<file path="src/rtl/prog_lut_pkg.sv">
// Shared definitions for the programmable lookup table.
// Contents:
//   DefIw   - default address width (table depth = 2**DefIw)
//   DefOw   - default entry width
//   state_e - sweep controller states: idle, sweeping, done pulse
package prog_lut_pkg;

    localparam int unsigned DefIw = 3;
    localparam int unsigned DefOw = 2;

    typedef enum logic [1:0] {
        StIdle  = 2'd0,
        StSweep = 2'd1,
        StDone  = 2'd2
    } state_e;

endpackage

</file>
<file path="src/rtl/prog_lut_mem.sv">
// Flop-based table with one write port and one registered read port.
// A read and a write to the same address in the same cycle returns the
// new write data (write-through bypass).
// Ports:
//   clk, rst             - clock, asynchronous active-high reset
//   wr_en/wr_addr/wr_data - write port
//   rd_en/rd_addr        - read request, result registered one cycle later
//   out_valid            - one-cycle pulse per completed read
//   out_addr/out_data    - address and entry of the last completed read
module lut_mem
    import prog_lut_pkg::*;
#(
    parameter int unsigned    IW      = DefIw,
    parameter int unsigned    OW      = DefOw,
    parameter logic [OW-1:0]  RST_VAL = '1
) (
    input  logic          clk,
    input  logic          rst,
    input  logic          wr_en,
    input  logic [IW-1:0] wr_addr,
    input  logic [OW-1:0] wr_data,
    input  logic          rd_en,
    input  logic [IW-1:0] rd_addr,
    output logic          out_valid,
    output logic [IW-1:0] out_addr,
    output logic [OW-1:0] out_data
);

    localparam int unsigned Depth = 2 ** IW;

    logic [OW-1:0] mem_q [Depth];
    logic [OW-1:0] rd_data_d;
    logic          out_valid_q;
    logic [IW-1:0] out_addr_q;
    logic [OW-1:0] out_data_q;

    always_ff @(posedge clk or posedge rst) begin
        if (rst) begin
            for (int i = 0; i < Depth; i++) begin
                mem_q[i] <= RST_VAL;
            end
        end else if (wr_en) begin
            mem_q[wr_addr] <= wr_data;
        end
    end

    // Bypass so a same-cycle write is seen by the read.
    always_comb begin
        rd_data_d = mem_q[rd_addr];
        if (wr_en && (wr_addr == rd_addr)) begin
            rd_data_d = wr_data;
        end
    end

    // Address/data hold their last value when no read is issued.
    always_ff @(posedge clk or posedge rst) begin
        if (rst) begin
            out_valid_q <= 1'b0;
            out_addr_q  <= '0;
            out_data_q  <= '0;
        end else begin
            out_valid_q <= rd_en;
            if (rd_en) begin
                out_addr_q <= rd_addr;
                out_data_q <= rd_data_d;
            end
        end
    end

    assign out_valid = out_valid_q;
    assign out_addr  = out_addr_q;
    assign out_data  = out_data_q;

endmodule

</file>
<file path="src/rtl/prog_lut.sv">
// Programmable lookup table with external lookups and a full-table sweep.
// External lookups are accepted when rd_ready is high (idle or done state);
// a sweep issues one internal lookup per cycle, addresses 0..2**IW-1 in
// order, through the same output path. sweep_done is high in the cycle the
// last swept entry is presented.
// Ports:
//   clk, rst                  - clock, asynchronous active-high reset
//   wr_en/wr_addr/wr_data     - table write, accepted in every state
//   rd_req/rd_addr/rd_ready   - external lookup request and acceptance
//   out_valid/out_addr/out_data - lookup result, latency 1
//   sweep_start               - start a dump of the whole table
//   sweep_busy, sweep_done    - sweep in progress, sweep finished pulse
module prog_lut
    import prog_lut_pkg::*;
#(
    parameter int unsigned    IW      = DefIw,
    parameter int unsigned    OW      = DefOw,
    parameter logic [OW-1:0]  RST_VAL = '1
) (
    input  logic          clk,
    input  logic          rst,
    input  logic          wr_en,
    input  logic [IW-1:0] wr_addr,
    input  logic [OW-1:0] wr_data,
    input  logic          rd_req,
    input  logic [IW-1:0] rd_addr,
    output logic          rd_ready,
    output logic          out_valid,
    output logic [IW-1:0] out_addr,
    output logic [OW-1:0] out_data,
    input  logic          sweep_start,
    output logic          sweep_busy,
    output logic          sweep_done
);

    state_e        state_q, state_d;
    logic [IW-1:0] idx_q, idx_d;
    logic          mem_rd_en;
    logic [IW-1:0] mem_rd_addr;

    always_ff @(posedge clk or posedge rst) begin
        if (rst) begin
            state_q <= StIdle;
            idx_q   <= '0;
        end else begin
            state_q <= state_d;
            idx_q   <= idx_d;
        end
    end

    always_comb begin
        state_d = state_q;
        idx_d   = idx_q;
        unique case (state_q)
            StIdle: begin
                if (sweep_start) begin
                    state_d = StSweep;
                    idx_d   = '0;
                end
            end
            StSweep: begin
                // Last index is issued this cycle; the counter never wraps.
                if (idx_q == '1) begin
                    state_d = StDone;
                end else begin
                    idx_d = idx_q + IW'(1);
                end
            end
            StDone: begin
                state_d = StIdle;
                idx_d   = '0;
            end
            default: begin
                state_d = StIdle;
                idx_d   = '0;
            end
        endcase
    end

    assign rd_ready   = (state_q != StSweep);
    assign sweep_busy = (state_q == StSweep);
    assign sweep_done = (state_q == StDone);

    // External requests while sweeping are dropped, not queued.
    assign mem_rd_en   = sweep_busy | (rd_req & rd_ready);
    assign mem_rd_addr = sweep_busy ? idx_q : rd_addr;

    lut_mem #(
        .IW      (IW),
        .OW      (OW),
        .RST_VAL (RST_VAL)
    ) u_mem (
        .clk       (clk),
        .rst       (rst),
        .wr_en     (wr_en),
        .wr_addr   (wr_addr),
        .wr_data   (wr_data),
        .rd_en     (mem_rd_en),
        .rd_addr   (mem_rd_addr),
        .out_valid (out_valid),
        .out_addr  (out_addr),
        .out_data  (out_data)
    );

endmodule

</file>
<file path="config.mk">
export PLATFORM = sky130hd
export DESIGN_NAME = prog_lut
export DESIGN_NICKNAME = d
export VERILOG_FILES = /design/src/rtl/prog_lut_pkg.sv /design/src/rtl/prog_lut_mem.sv /design/src/rtl/prog_lut.sv
export SDC_FILE = /design/constraint.sdc
export NUM_CORES = 1
export LEC_CHECK = 0
export ABC_AREA = 1
export CAP_MARGIN = 20
export CORE_ASPECT_RATIO = 1.2
export CORE_MARGIN = 4
export CORE_UTILIZATION = 42
export DETAILED_ROUTE_END_ITERATION = 7
export HOLD_SLACK_MARGIN = 0.15
export PLACE_DENSITY = 0.74
export SYNTH_ARGS = -nofsm -noshare
export SYNTH_HDL_FRONTEND = slang
export SYNTH_SLANG_ARGS = --single-unit
</file>
<file path="constraint.sdc">
create_clock -name clk -period 1.6 [get_ports clk]
set_input_delay 0.32 -clock clk [delete_from_list [all_inputs] [get_ports clk]]
set_output_delay 0.32 -clock clk [all_outputs]
set_load 0.01 [all_outputs]
</file>
* Yosys cells after proc, flatten, opt, wreduce, memory -nomap -nowiden
Index checks and enable logic that the tools add are counted.
** Storage, ports and cells
- Register bits :: 27
- Bits of input ports :: 13
- Output and inout bits :: 9
- Word-level logic and storage cells :: 48
** Operators by class
- Multiplexer cells :: 14
- Bitwise gates (word level) :: 4
- Equality and inequality tests :: 8
- Reductions and logical operators :: 5
- $add $sub $neg :: 1
- Magnitude comparators :: 3
** Operators by type and width (count)
- 16-bit bitwise mux :: 1
- 2-bit two-way mux :: 6
- 3-bit two-way mux :: 3
- 4-bit greater-or-equal comparator (second input constant) :: 2
- 3-bit NOT with 4-bit output :: 2
- 2-bit binary-select mux with 3-bit select :: 1
- 2-bit demux with 3-bit select :: 1
- 3-bit one-hot mux with 2 select lines :: 1
- 4-bit by 1-bit < comparator with 1-bit output (second input constant) :: 1
- 2-bit by 1-bit inequality test with 1-bit output (second input constant) :: 2
- 2-bit inequality test (second input constant) :: 2
- 2-bit one-hot mux with 2 select lines :: 1
- 2-bit AND reduction :: 2
- 3-bit by 1-bit adder with 3-bit output (second input constant) :: 1
- 3-bit == test :: 1
- 3-bit == test (second input constant) :: 1
- 2-bit by 1-bit == test with 1-bit output (second input constant) :: 1
- 2-bit == test (second input constant) :: 1
- 1-bit logical AND :: 2
- 2-bit logical NOT :: 1
- 1-bit AND :: 1
- 1-bit bitwise OR :: 1

* Longest topological paths before layout
Gate-level depths: netlist (run 1).
- Depth in word-level cells :: 7
- Gate-level depth with buffers :: 12

* Cells and area by module
From an unflattened synthesis (run 1), not the netlist that was laid out.
** Second synthesis, totals
- Cells, all modules :: 178
- Area, all modules :: 1382.6 µm²
** By module, submodules not included
- lut_mem :: area each 1084.8 µm², cells each 138, times used 1, seq. area each 570.5 µm²
- prog_lut :: area each 297.8 µm², cells each 40, times used 1, seq. area each 125.1 µm²

* Worst setup path before layout (run 1)
No wires, ideal clock.
- Path kind :: flip-flop to flip-flop
- From :: register state_q[0]
- To :: register u_mem.out_data_q[1] (netlist: u_mem.out_data[1])
- Cell stages (with the launch flop) :: 13
- Arrival :: 1.264 ns
- Library setup time :: 0.116 ns
- Path slack :: 0.219 ns
- Period minus slack after synthesis :: 1.381 ns
- Path buffers :: 1
- Path through :: dfrtp_1 > buf_6 > inv_2 > nor2_4 > nand2_1 > nand2_2 > nor2_1 > nor2_2 > nand2_2 > o21bai_2 > inv_1 > nand2_1 > nand2_1
** On the way
- Word-level cells in the longest chain between the ends :: 7
- Elaborated cells between the ends (all ways) :: 12
- Classes of those cells :: eq/ne: 3; mux: 5; bitwise: 3; reduce/logical: 1
** Ends and longest elaborated chain
- start: declaration :: line prog_lut.sv:36 : state_e state_q, state_d;
- start signal: assignment :: line prog_lut.sv:43 : state_q <= StIdle;
- start signal: assignment :: line prog_lut.sv:46 : state_q <= state_d;
- 2-bit by 1-bit == test with 1-bit output (*) :: line prog_lut.sv:81 : assign sweep_busy = (state_q == StSweep);
- named net sweep_busy :: line prog_lut.sv:32 : output logic sweep_busy,
- 3-bit two-way mux :: line prog_lut.sv:86 : assign mem_rd_addr = sweep_busy ? idx_q : rd_addr;
- 3-bit NOT with 4-bit output (not written as such) :: line prog_lut_mem.sv:49 : rd_data_d = mem_q[rd_addr];
- 2-bit binary-select mux with 3-bit select :: line prog_lut_mem.sv:49
- 2-bit two-way mux (not written as such) (2 in a row) :: line prog_lut_mem.sv:49
- 2-bit two-way mux :: line prog_lut_mem.sv:50 : if (wr_en && (wr_addr == rd_addr)) begin
- end signal: assignment :: line prog_lut_mem.sv:65 : out_data_q <= rd_data_d;
- end: declaration :: line prog_lut_mem.sv:35 : logic [OW-1:0] out_data_q;
Mark *: on every way through the listed nets, which the timed path passes. The rest lies on a longest branch. The select of a mux whose other input is x is not followed.
A chain may end at the register's enable or synchronous reset.

* Worst setup path in the final report (run 1)
- From :: register state_q[0]
- To :: output rd_ready
** On the way
- Word-level cells in the longest chain between the ends :: 1
** Ends and longest elaborated chain
- 2-bit by 1-bit inequality test with 1-bit output :: line prog_lut.sv:80 : assign rd_ready = (state_q != StSweep);
- end: declaration :: line prog_lut.sv:27 : output logic rd_ready,
No other way between the ends.

==> results of run 1 <==
routing by layer:
layer  vias to the layer above  routed length [µm]  GRT usage
met5                         -                   0          0
met4                         0                  54    0.08578
met3                         4                 125    0.01988
met2                        27                1594     0.2713
met1                       577                1434     0.1805
li1                        682                   -          -
per-stage QoR:
stage / instances / worst slack (ns) / TNS (ns)
after floorplan: 191 / 0.2191 / 0
after global placement: 259 / -0.01831 / -0.02868
after detailed placement: 259 / -0.03225 / -0.04551
after CTS: 264 / 0.01482 / 0
after global routing: 264 / 0.01614 / 0
final: 264 / 0.06807 / 0
power breakdown:
part / internal [µW] / total [µW] / switching [µW]
logic: 730 / 1580 / 850
registers: 943 / 1070 / 128
clock network: 177 / 397 / 220
total: 1850 / 3050 / 1200
cell usage after synthesis, types with 3 or more instances:
cell type	n	area, µm²
nand2_1	53	198.9
inv_1	27	101.4
nand3_1	27	135.1
o21ai_0	23	115.1
dfstp_2	16	420.4
dfrtp_1	11	275.3
nor2_1	11	41.29
nand3b_1	3	22.52
what timing repair did:
action	4_1_cts	5_1_grt
setup endpoints to repair	3	4
pin swaps	0	1
hold buffers	0	0
resized for setup	6	3
setup buffers	1	0
cell type report:
type | count | area (µm²) | share of cell area
flip-flops and latches | 27 | 698.2 | 0.3683
well taps | 37 | 46.29 | 0.02442
inverters | 30 | 115.1 | 0.06073
clock buffers | 3 | 41.29 | 0.02178
multi-input cells | 132 | 660.6 | 0.3485
repair buffers | 34 | 326.6 | 0.1723
clock inverters | 1 | 7.507 | 0.003960
worst max path at each step:
stage,start,end,slack (ns),cells after the start
2_1_floorplan,state_q[0]$_DFFE_PP0P_,u_mem.out_data[1]$_DFFE_PP0P_,0.22,12
3_3_place_gp,rd_addr[1],u_mem.out_data[0]$_DFFE_PP0P_,-0.02,8
3_5_place_dp,rd_addr[0],u_mem.out_data[1]$_DFFE_PP0P_,-0.03,12
4_1_cts,state_q[0]$_DFFE_PP0P_,rd_ready,0.01,3
5_1_grt,state_q[0]$_DFFE_PP0P_,u_mem.out_data[1]$_DFFE_PP0P_,0.02,12
6_report,state_q[0]$_DFFE_PP0P_,rd_ready,0.07,3
cells in the final DEF (no fill, tap or decap), drive strengths merged, types with 2 or more instances in the layout:
master / Yosys / routed
nand3: 28 / 28
ha: 2 / 2
nor2: 14 / 14
clkbuf: 0 / 4
clkdlybuf4s50: 0 / 18
nand2: 58 / 58
o21ai: 23 / 23
nand3b: 3 / 3
dfstp: 16 / 16
buf: 2 / 13
a21oi: 2 / 2
dfrtp: 11 / 11
inv: 30 / 30
sequential cells by signal, indices dropped and copies added, names as in the netlist:
| register | count |
|---|---|
| idx_q | 3 |
| u_mem.out_addr | 3 |
| u_mem.out_data | 2 |
| state_q | 2 |
| u_mem.mem_q | 16 |
| u_mem.out_valid | 1 |
kinds of logic after synthesis:
logic type / after synthesis
AOI/OAI and AO/OA: 26
adders and majority gates: 2
buffers and inverters: 32
DFF: 27
and+or+nand+nor: 104
worst max-delay path, stage by stage, from the launching register on:
cell	delay, ns
dfrtp_2	0.46
buf_12	0.15
nand2_8	0.09
clkdlybuf4s15_1	0.24
==> results.md, run 1 <==
* Worst-path clk slew at 0.10 ns
* Adder-cell share of the synthesized area at 0.01675
* I/O Buffers at 21
* Post-synthesis cell count at 191
* Filler instances at 319
* CTS Buf Count at 3
* Layout cell share with drive strength beyond 1 at 0.2203
* Max-cap violations at 0
* Critical path endpoint category: primary output
* WP data required at 1.28 ns
* Synth Area in Compound Gates at 0.09129
* Post-synthesis simple-gate area fraction at 0.3342
* Routed vias/inst at 4.886
* DPL Wire Length at 2.473 mm
* Final setup fails at 0
* Inserted Diodes at 0
* Pins Over Slew Limit at 0
* Final GP Congestion at 0.9094
* Power per cell area at 1608 mW/mm²
* Reg2Reg Setup Slack at 0.11 ns
* Critical Path AT at 1.21 ns
* First-pass GRT wire length at 5.526 mm
* Final min period at 1.532 ns
* Bufs on Longest Clock Path at 2
* Root Driver: clkbuf_8
* Vias at 1290
* Initial antenna violation count at 0
* Status: completed
* Syn_nets at 206
* Die area at 0.004579 mm²
* Final Cell Area at 0.001896 mm²
* Reg2Reg Launch Point: state_q[0]$_DFFE_PP0P_
* Final ANT Viol Nets at 0
* Grt ovf at 0
* Seq/Total Area, Yosys at 0.4657
* Largest family of logic cells by synthesized area: simple AND/OR/NAND/NOR gates
* Slew margin rel. at 0.7723
* WL per Instance at 12.15 µm
* LEAKAGE at 0.0009047 µW
* Yosys reg bits at 27
* Max Fclk at 0.6528 GHz
* Number of global-route vias before repair at 1269
* Power, Total at 3048 µW
* XOR/XNOR Fraction of Synth Area at 0
* Initial drt markers at 64
* Mux cell area share after synthesis at 0
* Synth Cell Area at 0.001494 mm²
* Initial Utilization at 0.4399
* Post-route DRC violation count at 0
* Die Span X at 62.45 µm
* Crit path max fanout at 9
* Fin Clk Skew at 0.001957 ns
* Worst-Skew Late Latency at 0.27 ns
* FFs w/ async S/R, synth at 1.000
* R2R cell count at 10
* Area post-placement at 0.001843 mm²
* Hold_ws at 0.3955 ns
* Chip height at 73.34 µm
* Synth cell types at 21
* Crit path launch type: flop
* Yosys warning count at 0
* Clock sink count at 27
* Core area at 0.003396 mm²
* Final WL at 3.208 mm
* Final Hold Viols at 0
* Kind of critical path: reg -> out
* Number of synthesized flops with an enable pin at 0
* P&R area growth vs syn at 26.88%
* Ports at 22
* HP Class: in -> async
* Mean Syn Cell Area at 7.822 µm²
* Worst slew pin tran at 0.3415 ns
* Nets at 243
* Worst reg2reg endpoint: u_mem.out_data[1]$_DFFE_PP0P_
* TritonCTS clock tree: yes
* Largest net degree at the start of global routing at 28
* Main synth FF type: dfstp_2
* Row Count at 23
* RSZ-0062 raised after global routing: no
* All-Layer GR Usage at 0.1530
* DR pass1 iterations at 4
* CTS H-tree lvls at 1
* Maximum vdd drop at 0.6361 mV
* Final period util at 0.9575
* Core Util, Final at 0.5582
Note: power is estimated with default switching activity, not from simulation.
==> run 2: changes to the inputs <==
CORE_UTILIZATION = 41   (was 42)
PLACE_DENSITY = 0.73   (was 0.74)
==> run 2 against run 1 <==
Clock skew increased by 0.0053 ns; sequential power about the same; count of clock-buffer cells in the layout unchanged; cell count increased by 0.76%; critical path depth unchanged; critical endpoint unchanged.
==> results.md, run 2 (same netlist as run 1, synthesis figures left out) <==
* Core Util, Final at 0.5575 (-0.0006720)
* Final period util at 0.9506 (-0.006830)
* CP max stage cell: dfrtp_1
* Die Span X at 63.11 µm (+1.1%)
* Final min period at 1.521 ns (-0.01093 ns)
* Worst-Skew Late Latency at 0.28 ns (about the same)
* Final WL at 3.254 mm (+1.4%)
* Vias at 1296 (+0.47%)
* M2 GR Usage at 0.2825 (+0.01121)
* RSZ-0062 raised after global routing: no
* Setup WS pre-CTS at -0.05589 ns (-0.02364 ns)
* WP data required at 1.28 ns (about the same)
* Hold_ws at 0.3896 ns (-0.005870 ns)
* Worst-path cell chain: buf_4 -> nand2_8 -> clkdlybuf4s15_1
* Power per cell area at 1614 mW/mm² (+0.40%)
* Critical path endpoint category: primary output
* Root Driver: clkbuf_8
* R2R cell count at 12 (+2)
* Crit path launch type: flop
* Inserted Diodes at 0 (unchanged)
* M3 GR Usage at 0.02266 (+0.002781)
* Row Count at 23 (unchanged)
* Nets at 245 (+0.82%)
* Final setup fails at 0 (unchanged)
* Fin Clk Skew at 0.007253 ns (+0.005296 ns)
* Worst slew pin tran at 0.3300 ns (-0.01145 ns)
* Reg2Reg Setup Slack at 0.13 ns (+0.02 ns)
* PnR worst setup slack at 0.07900 ns (+0.01093 ns)
* GRT busiest layer: met2
* P&R area growth vs syn at 27.81%
* Max Fclk at 0.6575 GHz (+0.72%)
* Number of global-route vias before repair at 1246 (-1.8%)
* Largest net degree at the start of global routing at 28 (unchanged)
* Worst-path clk slew at 0.10 ns (about the same)
* CTS H-tree lvls at 1 (unchanged)
* Power, Total at 3082 µW (+1.1%)
* DR pass1 iterations at 4 (unchanged)
* Final GP Congestion at 0.9146 (+0.57%)
* Initial Utilization at 0.4362 (-0.003697)
* Pins Over Slew Limit at 0 (unchanged)
* GRT met1 Usage at 0.1806 (about the same)
* Reg2Reg Launch Point: state_q[0]$_DFFE_PP0P_
* Clock sink count at 27 (unchanged)
* Largest Register: u_mem.mem_q
* Grt ovf at 0 (unchanged)
* LEAKAGE at 0.0009076 µW (+0.33%)
* Critical Path AT at 1.20 ns (about the same)
* Routed vias/inst at 4.872 (-0.29%)
* WP buf/inv at 2 (unchanged)
* Max stage delay on crit path at 0.43 ns (-0.03 ns)
* Core area at 0.003425 mm² (+0.85%)
* Setup TNS at 0 ns (unchanged)
* CTS Buf Count at 3 (unchanged)
* Status: completed
* Kind of critical path: reg -> out
* Max FFs per register at 16 (unchanged)
* Crit path max fanout at 9 (unchanged)
* Final Hold Viols at 0 (unchanged)
* All-Layer GR Usage at 0.1563 (+0.003270)
* Chip height at 74.13 µm (+1.1%)
* CP top delay family: flip-flops
* Max-cap violations at 0 (unchanged)
* CTS Hold Bufs at 0 (unchanged)
* Bufs on Longest Clock Path at 2 (unchanged)
* Post-route DRC violation count at 0 (unchanged)
* Most frequent cells in the layout: nand2_1 (51), nand3_1 (27), inv_1 (26)
* First-pass GRT wire length at 5.616 mm (+1.6%)
* Maximum vdd drop at 0.6315 mV (-0.73%)
* Slew margin rel. at 0.7800 (+0.007634)
* Layout cell share with drive strength beyond 1 at 0.2314 (+0.01118)
* Die area at 0.004678 mm² (+2.1%)
* Commonest non-fill, non-tap cell in the layout: nand2_1
* I/O Buffers at 21 (unchanged)
* Initial antenna violation count at 0 (unchanged)
* Final ANT Viol Nets at 0 (unchanged)
* Initial drt markers at 47 (-27%)
* WL per Instance at 12.23 µm (+0.67%)
* DPL Wire Length at 2.530 mm (+2.3%)
* Ports at 22 (unchanged)
* Worst reg2reg endpoint: u_mem.out_data[1]$_DFFE_PP0P_
* TritonCTS clock tree: yes
* HP Class: in -> async
## run 2: cell count changes in the layout (fill, tap and decap cells not counted), sizes merged
cell | previous run | this run
inv | 30 | 29
clkinv | 0 | 1
buf | 13 | 15
## run 2: how the worst max path moves through the flow
stage	endpoint	startpoint	depth (start not counted)
after floorplan	u_mem.out_data[1]$_DFFE_PP0P_	state_q[0]$_DFFE_PP0P_	12
after detailed placement	u_mem.out_data[1]$_DFFE_PP0P_	rd_addr[0]	12
after global placement	u_mem.out_data[0]$_DFFE_PP0P_	rd_addr[1]	8
after global routing	u_mem.out_data[1]$_DFFE_PP0P_	state_q[1]$_DFFE_PP0P_	12
after CTS	rd_ready	state_q[1]$_DFFE_PP0P_	3
final	rd_ready	state_q[0]$_DFFE_PP0P_	3
## run 2: layer usage
metal,routed length (µm),part of all wire
met3,90,0.028
met5,0,0
met4,63,0.019
met1,1473,0.45
met2,1626,0.50
## run 2: area by class of cell
type	instances	area, µm²
clock buffer	3	41.29
clock inverter	1	7.507
fill	324	1515
inverter	30	117.6
multi-input combinational	132	670.6
sequential	27	696.9
tap	37	46.29
timing repair buffer	36	329.1
## run 2: stage by stage
step	cells	area, µm²
final	266	1909
after global routing	266	1909
after CTS	265	1892
after detailed placement	261	1846
after global placement	261	1846
after floorplan	191	1494
## run 2: worst reg2reg max path, stage by stage (launching register included)
cell and delay, ns:
dfrtp_1 0.43, buf_4 0.17, nand2_8 0.08, nand2_4 0.07
nand2_4 0.07, buf_12 0.12, inv_2 0.04, nand2_1 0.05
nand3_1 0.06, nand3_1 0.08, nand3_1 0.07, nand2_1 0.07
nand2_1 0.05
## run 2: what timing repair did
action,4_1_cts,5_1_grt
endpoints found under the setup margin,3,6
setup buffers,0,1
gates cloned,0,0
pin swaps,0,4
gates resized for setup,4,10
## run 2: power by group
part | total (µW) | switching (µW) | internal, µW | leakage [µW]
Clock | 404 | 227 | 177 | 0.0000217
Combinational | 1620 | 872 | 744 | 0.000588
Sequential | 1060 | 123 | 940 | 0.000298
Total | 3080 | 1220 | 1860 | 0.000908
